### src/rtl/spi_note_tx_if.sv
// Packet handshake plus SPI wire bundle between a note-packet source and spi_note_tx.
interface spi_note_if;
    logic [15:0] tuneWord;
    logic [7:0]  volume;
    logic        inValid;
    logic        inReady;
    logic        chipSelect;
    logic        sck;
    logic        sdi;
    logic        busy;
    logic        done;

    modport master (
        output tuneWord, volume, inValid,
        input  inReady, chipSelect, sck, sdi, busy, done
    );

    modport slave (
        input  tuneWord, volume, inValid,
        output inReady, chipSelect, sck, sdi, busy, done
    );
endinterface

### src/rtl/spi_note_tx.sv
// SPI master: shifts one {tuneWord, volume} 24-bit packet out MSB first,
// SCK half-period of CLK_DIV clk cycles, framed by an active-high chipSelect.
module spi_note_tx #(
    parameter int CLK_DIV = 4
) (
    input  logic      clk,
    input  logic      reset,
    spi_note_if.slave bus
);
    typedef enum logic [2:0] {IDLE, LEAD, HI, LO, TRAIL, GAP} state_t;

    localparam logic [7:0] DLAST = 8'(CLK_DIV - 1);

    state_t      state, state_n;
    logic [7:0]  div, div_n;
    logic [4:0]  bitcnt, bitcnt_n;
    logic [23:0] shreg, shreg_n;
    logic        cs_q, cs_n;
    logic        sck_q, sck_n;
    logic        done_q, done_n;
    logic        last;
    logic        accept;

    assign last   = (div == DLAST);
    assign accept = bus.inValid && (state == IDLE);

    always_ff @(posedge clk) begin
        if (reset) begin
            state  <= IDLE;
            div    <= '0;
            bitcnt <= '0;
            shreg  <= '0;
            cs_q   <= 1'b0;
            sck_q  <= 1'b0;
            done_q <= 1'b0;
        end else begin
            state  <= state_n;
            div    <= div_n;
            bitcnt <= bitcnt_n;
            shreg  <= shreg_n;
            cs_q   <= cs_n;
            sck_q  <= sck_n;
            done_q <= done_n;
        end
    end

    // Output flops are loaded on state entry, so each wire changes in the
    // same cycle the new state becomes visible.
    always_comb begin
        state_n  = state;
        div_n    = last ? 8'd0 : div + 8'd1;
        bitcnt_n = bitcnt;
        shreg_n  = shreg;
        cs_n     = cs_q;
        sck_n    = sck_q;
        done_n   = 1'b0;
        case (state)
            IDLE: begin
                div_n = 8'd0;
                if (accept) begin
                    state_n  = LEAD;
                    shreg_n  = {bus.tuneWord, bus.volume};
                    bitcnt_n = 5'd0;
                    cs_n     = 1'b1;
                    sck_n    = 1'b0;
                end
            end
            LEAD: if (last) begin
                state_n = HI;
                sck_n   = 1'b1;
            end
            HI: if (last) begin
                sck_n   = 1'b0;
                // The shift after the final bit leaves zeros, so sdi drops in TRAIL.
                shreg_n = {shreg[22:0], 1'b0};
                if (bitcnt == 5'd23) begin
                    state_n = TRAIL;
                end else begin
                    state_n  = LO;
                    bitcnt_n = bitcnt + 5'd1;
                end
            end
            LO: if (last) begin
                state_n = HI;
                sck_n   = 1'b1;
            end
            TRAIL: if (last) begin
                state_n = GAP;
                cs_n    = 1'b0;
            end
            GAP: if (last) begin
                state_n = IDLE;
                done_n  = 1'b1;
            end
            default: state_n = IDLE;
        endcase
    end

    assign bus.inReady    = (state == IDLE);
    assign bus.busy       = (state != IDLE);
    assign bus.chipSelect = cs_q;
    assign bus.sck        = sck_q;
    assign bus.sdi        = shreg[23];
    assign bus.done       = done_q;
endmodule

### src/flat_wrapper.sv
// flat-port wrapper written by rule: the top's interface ports become plain ports
module spi_note_tx_flat 
#(
    parameter int CLK_DIV = 4
)
  (clk, reset, bus_tuneWord, bus_volume, bus_inValid, bus_inReady, bus_chipSelect, bus_sck, bus_sdi, bus_busy, bus_done);
  spi_note_if bus_i ();
  input  logic clk;
  input  logic reset;
  input wire logic [$bits(bus_i.tuneWord)-1:0] bus_tuneWord;
  input wire logic [$bits(bus_i.volume)-1:0] bus_volume;
  input wire logic [$bits(bus_i.inValid)-1:0] bus_inValid;
  output wire logic [$bits(bus_i.inReady)-1:0] bus_inReady;
  output wire logic [$bits(bus_i.chipSelect)-1:0] bus_chipSelect;
  output wire logic [$bits(bus_i.sck)-1:0] bus_sck;
  output wire logic [$bits(bus_i.sdi)-1:0] bus_sdi;
  output wire logic [$bits(bus_i.busy)-1:0] bus_busy;
  output wire logic [$bits(bus_i.done)-1:0] bus_done;
  assign bus_i.tuneWord = bus_tuneWord;
  assign bus_i.volume = bus_volume;
  assign bus_i.inValid = bus_inValid;
  assign bus_inReady = bus_i.inReady;
  assign bus_chipSelect = bus_i.chipSelect;
  assign bus_sck = bus_i.sck;
  assign bus_sdi = bus_i.sdi;
  assign bus_busy = bus_i.busy;
  assign bus_done = bus_i.done;
  spi_note_tx #(.CLK_DIV(CLK_DIV)) u_core (.clk(clk), .reset(reset), .bus(bus_i));
endmodule
### config.mk
export PLATFORM = sky130hd
export DESIGN_NAME = spi_note_tx_flat
export DESIGN_NICKNAME = d
export VERILOG_FILES = /design/src/rtl/spi_note_tx_if.sv /design/src/rtl/spi_note_tx.sv /design/src/flat_wrapper.sv
export SDC_FILE = /design/constraint.sdc
export NUM_CORES = 1
export LEC_CHECK = 0
export BUFFER_PORTS_ARGS = -buffer_cell sky130_fd_sc_hd__buf_2
export CAP_MARGIN = 20
export CORE_ASPECT_RATIO = 0.7
export CORE_MARGIN = 2
export CORE_UTILIZATION = 35
export CTS_BUF_LIST = sky130_fd_sc_hd__clkbuf_8
export CTS_CLUSTER_SIZE = 20
export DETAILED_ROUTE_END_ITERATION = 7
export MAX_ROUTING_LAYER = met4
export SLEW_MARGIN = 20
export SYNTH_ARGS = -nofsm -noshare
export SYNTH_HDL_FRONTEND = slang
export SYNTH_SLANG_ARGS = --single-unit
### constraint.sdc
create_clock -name clk -period 4.2 [get_ports clk]
set_input_delay 0.63 -clock clk [delete_from_list [all_inputs] [get_ports clk]]
set_output_delay 0.63 -clock clk [all_outputs]
set_load 0.02 [all_outputs]
After elaboration in Yosys (flattened, before gate mapping):

Cells that the tools add are included.
Widths: inputs -> output; s select.

* flip-flop bits (word level): 43
* input bits: 27
* output and inout port bits: 6

* add/sub/neg operators: 2
* eq/ne operators: 13
* muxes and demuxes: 21
* bitwise operators: 1
* reduce and logical (&&, ||, !) cells: 14

Operators with widths (count)
* $mux 24: 2
* $pmux 24 s2: 1
* $mux 3: 6
* $mux 5: 3
* $pmux 3 s5: 1
* $ne 2x1->1 const B: 5
* $pmux 5 s2: 1
* $add 8x1->8 const B: 1
* $eq 8x2->1 const B: 1
* $reduce_and 4->1: 2
* $eq 3x2->1 const B: 2
* $eq 3x3->1 const B: 2
* $reduce_and 3->1: 2
* $reduce_bool 3->1: 2
* $add 5x1->5 const B: 1
* $eq 5x5->1 const B: 1
* $mux 1: 5
* $reduce_and 5->1: 1
* $reduce_bool 2->1: 2
* $reduce_or 2->1: 2
* $eq 3x1->1 const B: 1
* $logic_not 3->1: 1
* $pmux 1 s3: 1
* $reduce_or 3->1: 1
* 4 further kinds: 4

Longest topological paths before layout:

* depth in word-level cells: 4
* depth in mapped cells: 7
* mapped depth without buffers: 5

Worst setup path before layout:

Ideal clock, no wire load.

* path type: reg-to-output
* start point: reg u_core.state[0]
* end point: out bus_busy
* data arrival time: 1318 ps
* required time: 3570 ps
* slack: 2252 ps
* cell stages (with the launch flop): 4
* buffers on the path: 1
* cell sequence: dfxtp_1 buf_2 nor3_1 inv_1

* longest elaborated chain between the ends: 1

Ends and longest elaborated chain
* start: declaration: line spi_note_tx.sv:14 `state_t state, state_n;`
* start signal: assignment: line spi_note_tx.sv:37 `state <= state_n;`
* $reduce_bool 3->1: line spi_note_tx.sv:100 `assign bus.busy = (state != IDLE);`
* end: declaration: line flat_wrapper.sv:17 `output wire logic [$bits(bus_i.busy)-1:0] bus_busy;`

No other way between the ends.

Worst setup path after layout:

* start point: reg u_core.state[1]
* end point: reg u_core.shreg[4]

* longest elaborated chain between the ends: 4

Ends and longest elaborated chain
* $logic_not 3->1: line spi_note_tx.sv:25, spi_note_tx.sv:57
* $logic_and 1x1->1: line spi_note_tx.sv:25 `assign accept = bus.inValid && (state == IDLE);`
* $ne 2x1->1 (no source line)
* $reduce_and 3->1 (no source line)
* end signal: assignment: line spi_note_tx.sv:40 `shreg <= shreg_n;`
* end: declaration: line spi_note_tx.sv:17 `logic [23:0] shreg, shreg_n;`

Several ways; a longest one is shown, not always the timed one.
A chain may end at the register's enable or synchronous reset.

==> summary.md <==
| Metric | Value |
|---|---|
| Synth Register Bits | 43 |
| Mapped cell area | 2201 um2 |
| GRT Util Overall | 14.13% |
| Setup crit start kind | flip-flop |
| Final Cycle Share | between 60% and 70% |
| Core area | 6156 um2 |
| RSZ-0062 raised after global routing | no |
| Slew @ Worst Pin | between 600 and 700 ps |
| Initial antenna violation count | 0 |
| CP max stage delay | around 520 ps |
| Die H | 70.35 um |
| Detailed Route Iter0 Violations | approximately 110 |
| Cts bufs inserted | 5 |
| Fmax | 394.3 MHz |
| First-pass GRT wire length | 7.803 mm |
| Vias in the first global route | 1,596 |
| Pleak | 0.8803 nW |
| Mean Syn Cell Area | between 9 and 10 um2 |
| Period minus WS final | 2536 ps |
| CP cell instances | nor3b_4 > buf_4 > nand3_1 > buf_4 > and2_1 > buf_4 > o31ai_2 |
| CTS Buffer Depth | 2 |
| Crit Path Category | reg -> reg |
| Routability cong. | ~0.77 |
| Initial core utilization | 35.75% |
| Most frequent cells in the layout | dfxtp_1 (43), buf_2 (32), nand3_1 (19) |
| Netlist cell types | 44 |
| Worst EP required | 4410 ps |
| CTS Root Cell | clkbuf_8 |
| Port buffer count | 32 |
| PwrDens | 318.6 nW/um2 |
| CTS Hold Bufs | 0 |
| Share of layout cells above drive strength 1 | 26.88% |
| Path type of the worst min-delay path | reg -> reg |
| Diode count | 0 |
| CP max stage cell | dfxtp_1 |
| Hold Violations, Final | 0 |
| Max Cap Viol | 0 |
| Worst setup EP type | flip-flop |
| CP max FO | 36 |
| TritonCTS clock tree | yes |
| Most used cell along the critical path | buf_4 |
| Mapped Cells | 230 |
| Gr ovfl total | 0 |
| GR peak layer | met1 |
| Syn nets | 259 |
| Clock skew | 9.038 ps |
| # H-tree levels | 2 |
| CTS resizes | 0 |
| Warnings from Yosys | 0 |
| Rel. slew slack | 59.66% |
| Die area | 6949 um2 |
| Total Neg Setup Slack | 0 ps |
| Worst-skew pair later-pin latency | 290 ps |
| Post-CTS setup buffer count | 0 |
| Post-DP HPWL | a little over 3 mm |
| GR Layer Usage met1 | between 20% and 30% |
| Via count | 1,802 |
| Largest net degree at the start of global routing | 37 |
| Clock slew at reported path FFs | 90 ps |
| Row cnt | 24 |
| Sequential share of the synthesized area | 39.11% |
| Status | complete, no violations |
| VDD IR max | 0.1791 mV |
| Post-synth EDFFs | 0 |
| Count of final setup violators | 0 |
| Layout area overhead | 11.48% |
| Critical path arrival | around 2800 ps |
| Worst hold margin | 466.7 ps |
| Most used DFF post-synth | dfxtp_1 |
| Crit path max-delay family | buffers and inverters |
| Routed Antenna Nets | 0 |
| CTS Sinks | 43 |
| DRC | 0 |
| Die W | slightly below 100 um |
| M3 GR Usage | 3.604% |
| WP buf/inv | 3 |
| DR vias/cell | 5.444 |
| Pre-CTS WS | 1683 ps |
| Most common cell after layout, fill and taps aside | dfxtp_1 |
| Ports | 33 |
| Fin nets | between 200 and 300 |
| DRT Pass-1 Iters | 4 |
| Total Wirelength | approximately 4.7 mm |
| Met2 Usage GRT | 18.99% |
| Fin worst setup slack | 1664 ps |
| Routed WL per cell | roughly 14 um |
| Async set or reset register ratio after synthesis | 0% |
| Pins Over Slew Limit | 0 |
-- registers in the layout (all words and copies together), names as in the netlist --
register and count:
u_core.shreg 24, u_core.bus.done 1, u_core.state 3, u_core.bus.chipSelect 1, u_core.bitcnt 5, u_core.div 8, u_core.bus.sck 1
-- through the flow --
stage	total power, W	cell area (um2)	utilization, %	cells
after floorplan	0.0005133	2201	-	230
after global placement	0.0005360	2370	38.50	323
after detailed placement	0.0005373	2370	38.50	323
after CTS	0.0007927	2454	39.86	331
after global routing	0.0008184	2454	39.86	331
final	0.0007817	2454	39.86	331
-- path summary, 6_finish.rpt --
path,startpoint,endpoint,slack (ps),cells after the start
min reg2reg,u_core.shreg[17],u_core.shreg[17],470,2
max,u_core.state[1],u_core.shreg[4],1660,7
max reg2reg,u_core.state[1],u_core.shreg[4],1660,7
min,u_core.shreg[17],u_core.shreg[17],470,2
-- logic make-up after synthesis --
kind of cell / count (synthesis) / share of synthesized area, %
and+or+nand+nor: 82 / 22.29
AOI/OAI and AO/OA: 49 / 20.52
adders and majority gates: 2 / 1.137
buffers and inverters: 33 / 7.731
muxes: 15 / 6.822
xor gates and xnor gates: 6 / 2.388
DFF: 43 / 39.11
-- synth_stat cells (2+ instances only) --
library cell  instances  share of area (%)
and3_1                2               0.57
clkbuf_1              8                1.4
nand3b_1              2               0.68
dfxtp_1              43                 39
and2b_1               4                1.4
nor2b_1               4                1.1
buf_2                 7                1.6
buf_6                 5                2.6
nand4_1              17                4.8
and2_0                2               0.57
mux2i_1              15                6.8
nor3_1                2               0.45
a211oi_2              5                2.8
nand4b_1              2               0.80
nor2_1               13                2.2
inv_1                11                1.9
ha_1                  2                1.1
nand3_1              19                4.3
a21oi_1               8                1.8
o31ai_2              15                8.5
nand2_1               2               0.34
a211oi_1              6                2.0
a221oi_1              8                3.2
nor3b_1               3                1.0
xor2_1                5                2.0
o21ai_0               2               0.45
-- final cells by class --
class	count	area (um2)
clock inverter	3	15.01
fill	637	3702
inverter	12	45.04
tap	78	97.59
clock buffer	5	68.82
multi-input combinational	154	1176
timing repair buffer	36	190.2
sequential	43	860.8
-- where the power goes --
group           total, W  switching [W]  leakage, nW  internal [W]
registers       0.000438      0.0000118        0.351      0.000426
clock network   0.000254       0.000140       0.0477      0.000114
logic          0.0000898      0.0000520        0.481     0.0000379
total           0.000782       0.000204        0.880      0.000578
-- worst register-to-register path: stages, from the launching register on --
cell and delay (ps):
dfxtp_1 520, nor3b_4 240, buf_4 420, nand3_1 130, buf_4 240, and2_1 380
buf_4 300, o31ai_2 230
-- layer usage --
| layer | part of all wire, % | routed length, um | up-vias |
|---|---|---|---|
| li1 | - | - | 896 |
| met1 | 52 | 2464 | 855 |
| met2 | 42 | 1967 | 47 |
| met3 | 5.1 | 242 | 4 |
| met4 | 0.93 | 44 | 0 |
| met5 | 0 | 0 | - |
Power figures use the tool's default switching activity.
